--- config.mk ---
export PLATFORM = sky130hd
export DESIGN_NAME = mfcc_melbank_reader_flat
export DESIGN_NICKNAME = d
export VERILOG_FILES = /design/src/rtl/mfcc_melbank_reader_if.sv /design/src/rtl/mfcc_melbank_reader.sv /design/src/flat_wrapper.sv
export SDC_FILE = /design/constraint.sdc
export NUM_CORES = 1
export LEC_CHECK = 0
export BUFFER_PORTS_ARGS = -buffer_cell sky130_fd_sc_hd__buf_2
export CORE_ASPECT_RATIO = 1.2
export CORE_MARGIN = 3
export CORE_UTILIZATION = 63
export CTS_BUF_LIST = sky130_fd_sc_hd__clkbuf_8
export DETAILED_ROUTE_END_ITERATION = 16
export PLACE_DENSITY = 0.88
export SLEW_MARGIN = 30
export SYNTH_ARGS = -nofsm -noshare
export SYNTH_HDL_FRONTEND = slang
export SYNTH_SLANG_ARGS = --single-unit
export TNS_END_PERCENT = 50
--- constraint.sdc ---
create_clock -name clk -period 5.4 [get_ports clk]
set_input_delay 0.27 -clock clk [delete_from_list [all_inputs] [get_ports clk]]
set_output_delay 0.27 -clock clk [all_outputs]
set_load 0.005 [all_outputs]
--- src/rtl/mfcc_melbank_reader_if.sv ---
// mfcc_melbank_reader_if
//   Bundles the power-bin input stream, the coefficient ROM read port and the
//   filter-energy output stream of mfcc_melbank_reader.
//   Ports (signals):
//     in_valid/in_ready/in_data/in_last    power bin stream (upstream FFT power stage)
//     rom_addr/rom_data                    coefficient ROM read port
//     out_valid/out_ready/out_data/out_sat filter energy stream (downstream log/DCT stage)
//     frame_err                            frame length disagreement pulse
//   Modports:
//     master  the reader itself
//     slave   the surrounding system (power source, ROM, energy consumer)
interface mfcc_melbank_reader_if #(
    parameter int ADDR_WIDTH = 9,
    parameter int DATA_WIDTH = 8,
    parameter int PW_W       = 32,
    parameter int OUT_W      = 32
);
    logic                  in_valid;
    logic                  in_ready;
    logic [PW_W-1:0]       in_data;
    logic                  in_last;
    logic [ADDR_WIDTH-1:0] rom_addr;
    logic [DATA_WIDTH-1:0] rom_data;
    logic                  out_valid;
    logic                  out_ready;
    logic [OUT_W-1:0]      out_data;
    logic                  out_sat;
    logic                  frame_err;

    modport master (
        input  in_valid, in_data, in_last, rom_data, out_ready,
        output in_ready, rom_addr, out_valid, out_data, out_sat, frame_err
    );

    modport slave (
        output in_valid, in_data, in_last, rom_data, out_ready,
        input  in_ready, rom_addr, out_valid, out_data, out_sat, frame_err
    );
endinterface

--- src/rtl/mfcc_melbank_reader.sv ---
// mfcc_melbank_reader
//   Read-side initiator for one mel filter coefficient ROM. Streams one frame
//   of power-spectrum bins, addresses the ROM with the bin index, accumulates
//   power*weight and emits one filter energy per frame.
//   Ports:
//     clk  clock
//     rst  asynchronous active-high reset
//     bus  mfcc_melbank_reader_if.master (bin stream, ROM port, energy stream)
//   Parameters: ADDR_WIDTH, DATA_WIDTH, NUM_BINS, PW_W, OUT_W,
//     ROM_LAT (0 = combinational ROM, 1 = registered ROM).
//   Configuration macro MELBANK_OUT_SAT_EN: when defined out_data saturates at
//     2**OUT_W-1 and out_sat flags clipping; otherwise out_data is the low
//     OUT_W bits of the accumulator and out_sat is 0.
module mfcc_melbank_reader #(
    parameter int ADDR_WIDTH = 9,
    parameter int DATA_WIDTH = 8,
    parameter int NUM_BINS   = 512,
    parameter int PW_W       = 32,
    parameter int OUT_W      = 32,
    parameter int ROM_LAT    = 0
) (
    input  logic                   clk,
    input  logic                   rst,
    mfcc_melbank_reader_if.master  bus
);
    localparam int PROD_W = PW_W + DATA_WIDTH;
    localparam int ACC_W  = PROD_W + ADDR_WIDTH;
    localparam logic [ADDR_WIDTH-1:0] LAST_BIN = ADDR_WIDTH'(NUM_BINS - 1);

    typedef enum logic [1:0] {
        RUN   = 2'd0,
        DRAIN = 2'd1,
        DONE  = 2'd2
    } state_t;

    state_t                state;
    state_t                state_nxt;
    logic [ADDR_WIDTH-1:0] bin_cnt;
    logic [ACC_W-1:0]      acc;
    logic                  out_valid_q;
    logic [OUT_W-1:0]      out_data_q;
    logic                  out_sat_q;
    logic                  frame_err_q;

    logic                  in_ready;
    logic                  accept;
    logic                  at_last_bin;
    logic                  eof;
    logic                  handshake;
    logic                  mac_en;
    logic [PW_W-1:0]       mac_pw;
    logic [PROD_W-1:0]     product;
    logic [OUT_W-1:0]      energy;
    logic                  clipped;

    // rst gates in_ready so nothing is accepted while reset is held
    assign in_ready    = (state == RUN) && !rst;
    assign accept      = bus.in_valid && in_ready;
    assign at_last_bin = (bin_cnt == LAST_BIN);
    assign eof         = bus.in_last || at_last_bin;
    assign handshake   = out_valid_q && bus.out_ready;

    // With a registered ROM the weight for an accepted bin arrives one cycle
    // later, so the power is held alongside a pending flag until then.
    generate
        if (ROM_LAT == 0) begin : g_lat0
            assign mac_en = accept;
            assign mac_pw = bus.in_data;
        end else begin : g_lat1
            logic            pend;
            logic [PW_W-1:0] pw_q;

            always_ff @(posedge clk or posedge rst) begin
                if (rst) begin
                    pend <= 1'b0;
                    pw_q <= '0;
                end else begin
                    pend <= accept;
                    if (accept) begin
                        pw_q <= bus.in_data;
                    end
                end
            end

            assign mac_en = pend;
            assign mac_pw = pw_q;
        end
    endgenerate

    assign product = PROD_W'(mac_pw) * PROD_W'(bus.rom_data);

`ifdef MELBANK_OUT_SAT_EN
    localparam logic [ACC_W-1:0] OUT_MAX = {{(ACC_W-OUT_W){1'b0}}, {OUT_W{1'b1}}};
    assign clipped = (acc > OUT_MAX);
    assign energy  = clipped ? {OUT_W{1'b1}} : acc[OUT_W-1:0];
`else
    assign clipped = 1'b0;
    assign energy  = acc[OUT_W-1:0];
`endif

    always_ff @(posedge clk or posedge rst) begin
        if (rst) begin
            state <= RUN;
        end else begin
            state <= state_nxt;
        end
    end

    // DRAIN only exists to let the final registered-ROM MAC land in acc
    always_comb begin
        state_nxt = state;
        case (state)
            RUN:     if (accept && eof) state_nxt = (ROM_LAT == 0) ? DONE : DRAIN;
            DRAIN:   state_nxt = DONE;
            DONE:    if (handshake) state_nxt = RUN;
            default: state_nxt = RUN;
        endcase
    end

    // Energy is captured one cycle after acc is final and held until taken
    always_ff @(posedge clk or posedge rst) begin
        if (rst) begin
            bin_cnt     <= '0;
            acc         <= '0;
            out_valid_q <= 1'b0;
            out_data_q  <= '0;
            out_sat_q   <= 1'b0;
            frame_err_q <= 1'b0;
        end else begin
            frame_err_q <= accept && (bus.in_last != at_last_bin);
            if (accept) begin
                bin_cnt <= eof ? '0 : bin_cnt + ADDR_WIDTH'(1);
            end
            if (handshake) begin
                acc <= '0;
            end else if (mac_en) begin
                acc <= acc + ACC_W'(product);
            end
            if (handshake) begin
                out_valid_q <= 1'b0;
            end else if (state == DONE && !out_valid_q) begin
                out_valid_q <= 1'b1;
                out_data_q  <= energy;
                out_sat_q   <= clipped;
            end
        end
    end

    assign bus.in_ready  = in_ready;
    assign bus.rom_addr  = bin_cnt;
    assign bus.out_valid = out_valid_q;
    assign bus.out_data  = out_data_q;
    assign bus.out_sat   = out_sat_q;
    assign bus.frame_err = frame_err_q;
endmodule

--- src/flat_wrapper.sv ---
// flat-port wrapper written by rule: the top's interface ports become plain ports
module mfcc_melbank_reader_flat 
#(
    parameter int ADDR_WIDTH = 9,
    parameter int DATA_WIDTH = 8,
    parameter int NUM_BINS   = 512,
    parameter int PW_W       = 32,
    parameter int OUT_W      = 32,
    parameter int ROM_LAT    = 0
)
  (clk, rst, bus_in_valid, bus_in_data, bus_in_last, bus_rom_data, bus_out_ready, bus_in_ready, bus_rom_addr, bus_out_valid, bus_out_data, bus_out_sat, bus_frame_err);
  mfcc_melbank_reader_if #(.ADDR_WIDTH(ADDR_WIDTH), .DATA_WIDTH(DATA_WIDTH), .PW_W(PW_W), .OUT_W(OUT_W)) bus_i ();
  input  logic clk;
  input  logic rst;
  input wire logic [$bits(bus_i.in_valid)-1:0] bus_in_valid;
  input wire logic [$bits(bus_i.in_data)-1:0] bus_in_data;
  input wire logic [$bits(bus_i.in_last)-1:0] bus_in_last;
  input wire logic [$bits(bus_i.rom_data)-1:0] bus_rom_data;
  input wire logic [$bits(bus_i.out_ready)-1:0] bus_out_ready;
  output wire logic [$bits(bus_i.in_ready)-1:0] bus_in_ready;
  output wire logic [$bits(bus_i.rom_addr)-1:0] bus_rom_addr;
  output wire logic [$bits(bus_i.out_valid)-1:0] bus_out_valid;
  output wire logic [$bits(bus_i.out_data)-1:0] bus_out_data;
  output wire logic [$bits(bus_i.out_sat)-1:0] bus_out_sat;
  output wire logic [$bits(bus_i.frame_err)-1:0] bus_frame_err;
  assign bus_i.in_valid = bus_in_valid;
  assign bus_i.in_data = bus_in_data;
  assign bus_i.in_last = bus_in_last;
  assign bus_i.rom_data = bus_rom_data;
  assign bus_i.out_ready = bus_out_ready;
  assign bus_in_ready = bus_i.in_ready;
  assign bus_rom_addr = bus_i.rom_addr;
  assign bus_out_valid = bus_i.out_valid;
  assign bus_out_data = bus_i.out_data;
  assign bus_out_sat = bus_i.out_sat;
  assign bus_frame_err = bus_i.frame_err;
  mfcc_melbank_reader #(.ADDR_WIDTH(ADDR_WIDTH), .DATA_WIDTH(DATA_WIDTH), .NUM_BINS(NUM_BINS), .PW_W(PW_W), .OUT_W(OUT_W), .ROM_LAT(ROM_LAT)) u_core (.clk(clk), .rst(rst), .bus(bus_i));
endmodule
==> results_dict.tcl <==
set metrics [dict create \
    run_status "finished, final reports clean" \
    design_area_um2 11300 \
    pin_count 90 \
    path_cells "buf_2 -> nand2_1 -> fa_1 -> inv_1 -> fa_1 -> inv_1 -> fa_1 -> fa_1 -> inv_1 -> ha_1 -> o211ai_1 -> o21a_1 -> a221o_1 -> a21oi_2 -> a31oi_1 -> a22oi_2 -> xnor2_1 -> a211oi_2" \
    cts_htree_levels 3 \
    r2r-start "u_core.acc[6]" \
    ctsHoldBuffers 1 \
    hp-start "bus_out_ready" \
    synthCells 1174 \
    fmax_ghz 0.204 \
    setup_viol 0 \
    r2r_cells 17 \
    mostFrequentLayoutCell "inv_1" \
    crit_buf_inv 4 \
    firstDrtPassIters 6 \
    fillerInstances 1188 \
    final_util 0.709 \
    synth_ff_type "dfrtp_1" \
    drv_cap 0 \
    fp-row-count 50 \
    synth_top_area_cell "fa_1" \
    drv_slew 0 \
    antenna_found_initial 0 \
    clockBufferDepth 2 \
    synth_edf_count 0 \
    port_buffers 88 \
    vias_per_cell 5.62 \
    synth_top_area_share 0.357 \
    critical_path_class "input port to flop" \
    tritoncts_num_sinks 76 \
    cts_resized 0 \
    grt_pass1_vias 8930 \
    postSynthAreaPerCell_um2 8.89 \
    cts-buffers-inserted 9 \
    rsz0062_at_grt "false" \
    grt_max_degree 64 \
    grt_pass1_wl_mm 42.5 \
    route.vias.total 8193 \
    hold_path_end "u_core.bus.out_valid" \
    core_um2 15900 \
    path_delay_family "adder cells" \
    setup_slack_ns 0.503 \
    ys_types 41 \
    final_cell_mix "inv_1 (251), fa_1 (186), nand2_1 (171)" \
    cp_max_fo 23 \
    relSlewSlack 0.466 \
    pre_cts_ws_ns 0.225 \
    synth_nets 1449 \
    ys_warn_count 0 \
    hp-class "input port to flop" \
    grt-ovfl-total 0 \
    cts_tree "done" \
    num_antenna_cells 0 \
    multiInputGateArea_um2 7450 \
    final_layout_size_suffix_gt1_frac 0.0985 \
    cp_slowest_cell "fa_1" \
    drt_iter0_drc 476 \
    die_height_um 147 \
    cpMostUsedCell "fa_1" \
    finalHoldViolCount 0 \
    synth_seq_cells 76 \
    drt-total-wl_mm 24.9 \
    place_congestion 0.919 \
    post_dp_cell_area_um2 11100 \
    ant_nets 0 \
    worstSetupEndpointType "flop" \
    regArea_um2 1900 \
    setup_tns_ns 0 \
    slowest_delay_ns 0.58 \
    dp_hpwl_mm 19.9 \
    synth-seq-area-share 0.182 \
    die_area_um2 18200 \
    drcViolationCount 0 \
    die_x_um 123 \
    final_nets 1519 \
    skew_ns 0.00859 \
    rr_endpoint "u_core.acc[21]" \
    post_cts_buffers 0 \
    r2r_slack_ns 0.59 \
    wire_per_inst_um 17.1 \
    grt.total_usage 0.298 \
    ys_async_sr_fraction 1.00 \
    synthTopCellsByArea "fa_1 (36%), dfrtp_1 (18%), inv_1 (9.1%)" \
    period_share 0.907 \
    synthToLayoutAreaGrowth_pct 7.94 \
    cp.required_ns 5.69 \
    root_buffer "clkbuf_8" \
    worstMarginPinSlew_ns 0.800 \
    arrival_ns 5.18 \
    hold_path_depth 2 \
    period_minus_slack_ns 4.90 \
    start_util 0.657 \
    path_clk_slew_ns 0.09 \
    mappedNetlistArea_um2 10400 \
    startpoint_type "input port" \
    clk_latency_ns 0.38 \
]
==> per-stage QoR <==
step | cells | hold WS [ns]
6_report | 1457 | 0.0985
2_1_floorplan | 1174 | 0.377
3_5_place_dp | 1440 | 0.314
4_1_cts | 1457 | 0.0874
5_1_grt | 1457 | 0.0826
3_3_place_gp | 1440 | 0.304
==> area by class of cell <==
type                    count  area share
flip-flops and latches     76       0.169
repair buffers             98      0.0460
inverters                 252      0.0841
clock buffers              10      0.0122
clock inverters             6     0.00478
multi-input cells         807       0.661
well taps                 208      0.0231
==> how the worst max path moves through the flow <==
stage	slack [ns]	endpoint	start	cells after the start
after global routing	0.18	u_core.acc[24]	bus_rom_data[1]	18
after global placement	0.33	u_core.acc[21]	bus_rom_data[6]	18
final	0.50	u_core.acc[21]	bus_rom_data[1]	18
after detailed placement	0.23	u_core.acc[21]	bus_rom_data[6]	18
after floorplan	0.65	u_core.acc[21]	bus_rom_data[3]	19
after CTS	0.55	u_core.acc[24]	bus_rom_data[1]	18
==> per-layer routing <==
layer | vias up | global-route usage | routed length (µm)
met3 | 79 | 0.0528 | 1560
met5 | - | 0 | 0
met2 | 327 | 0.522 | 13400
met4 | 0 | 0.101 | 893
li1 | 3661 | - | -
met1 | 4126 | 0.370 | 9080
==> kinds of logic (layout without fill, tap and decap cells) <==
group,count (synthesis),in the layout,synth area share
mux,2,2,0.00216
fa+ha+maj,230,230,0.410
simple gates,383,383,0.180
other cells,1,1,0.000359
flops,76,76,0.182
compound gates,150,150,0.0861
buf+inv,291,366,0.105
xor+xnor,41,41,0.0344
==> cell usage after synthesis (all sizes together) (2+ instances only) <==
library cell,count
nor2b,2
clkbuf,38
nand2,172
xnor2,28
a31oi,7
and2,144
nor2,24
ha,44
nor3,5
a22oi,2
inv,252
dfrtp,76
mux2,2
o211ai,2
nand3,20
o31ai,2
and3,10
a21oi,43
xor2,13
a211oi,9
or3,2
o21a,4
o21ai,56
and4,2
a21o,17
fa,186
==> worst register-to-register path: stages (launching register included) <==
cell and delay [ns]:
dfrtp_1 0.36, inv_1 0.08, fa_1 0.53, inv_1 0.05, fa_1 0.50, inv_1 0.05
fa_1 0.47, fa_1 0.58, inv_1 0.05, ha_1 0.38, o211ai_1 0.11, o21a_1 0.22
a221o_1 0.37, a21oi_2 0.26, a31oi_1 0.18, a22oi_2 0.20, xnor2_1 0.10, a211oi_2 0.22
==> flip-flops by register name (all words and copies together) (netlist names) <==
name and cells:
u_core.state 1, u_core.bus.frame_err 1, u_core.bus.out_valid 1, u_core.bus.out_data 32, u_core.acc 32, u_core.bus.rom_addr 9
Power is not shown: default switching activity piles up to over one toggle a cycle in this logic, so the estimate is an artifact.
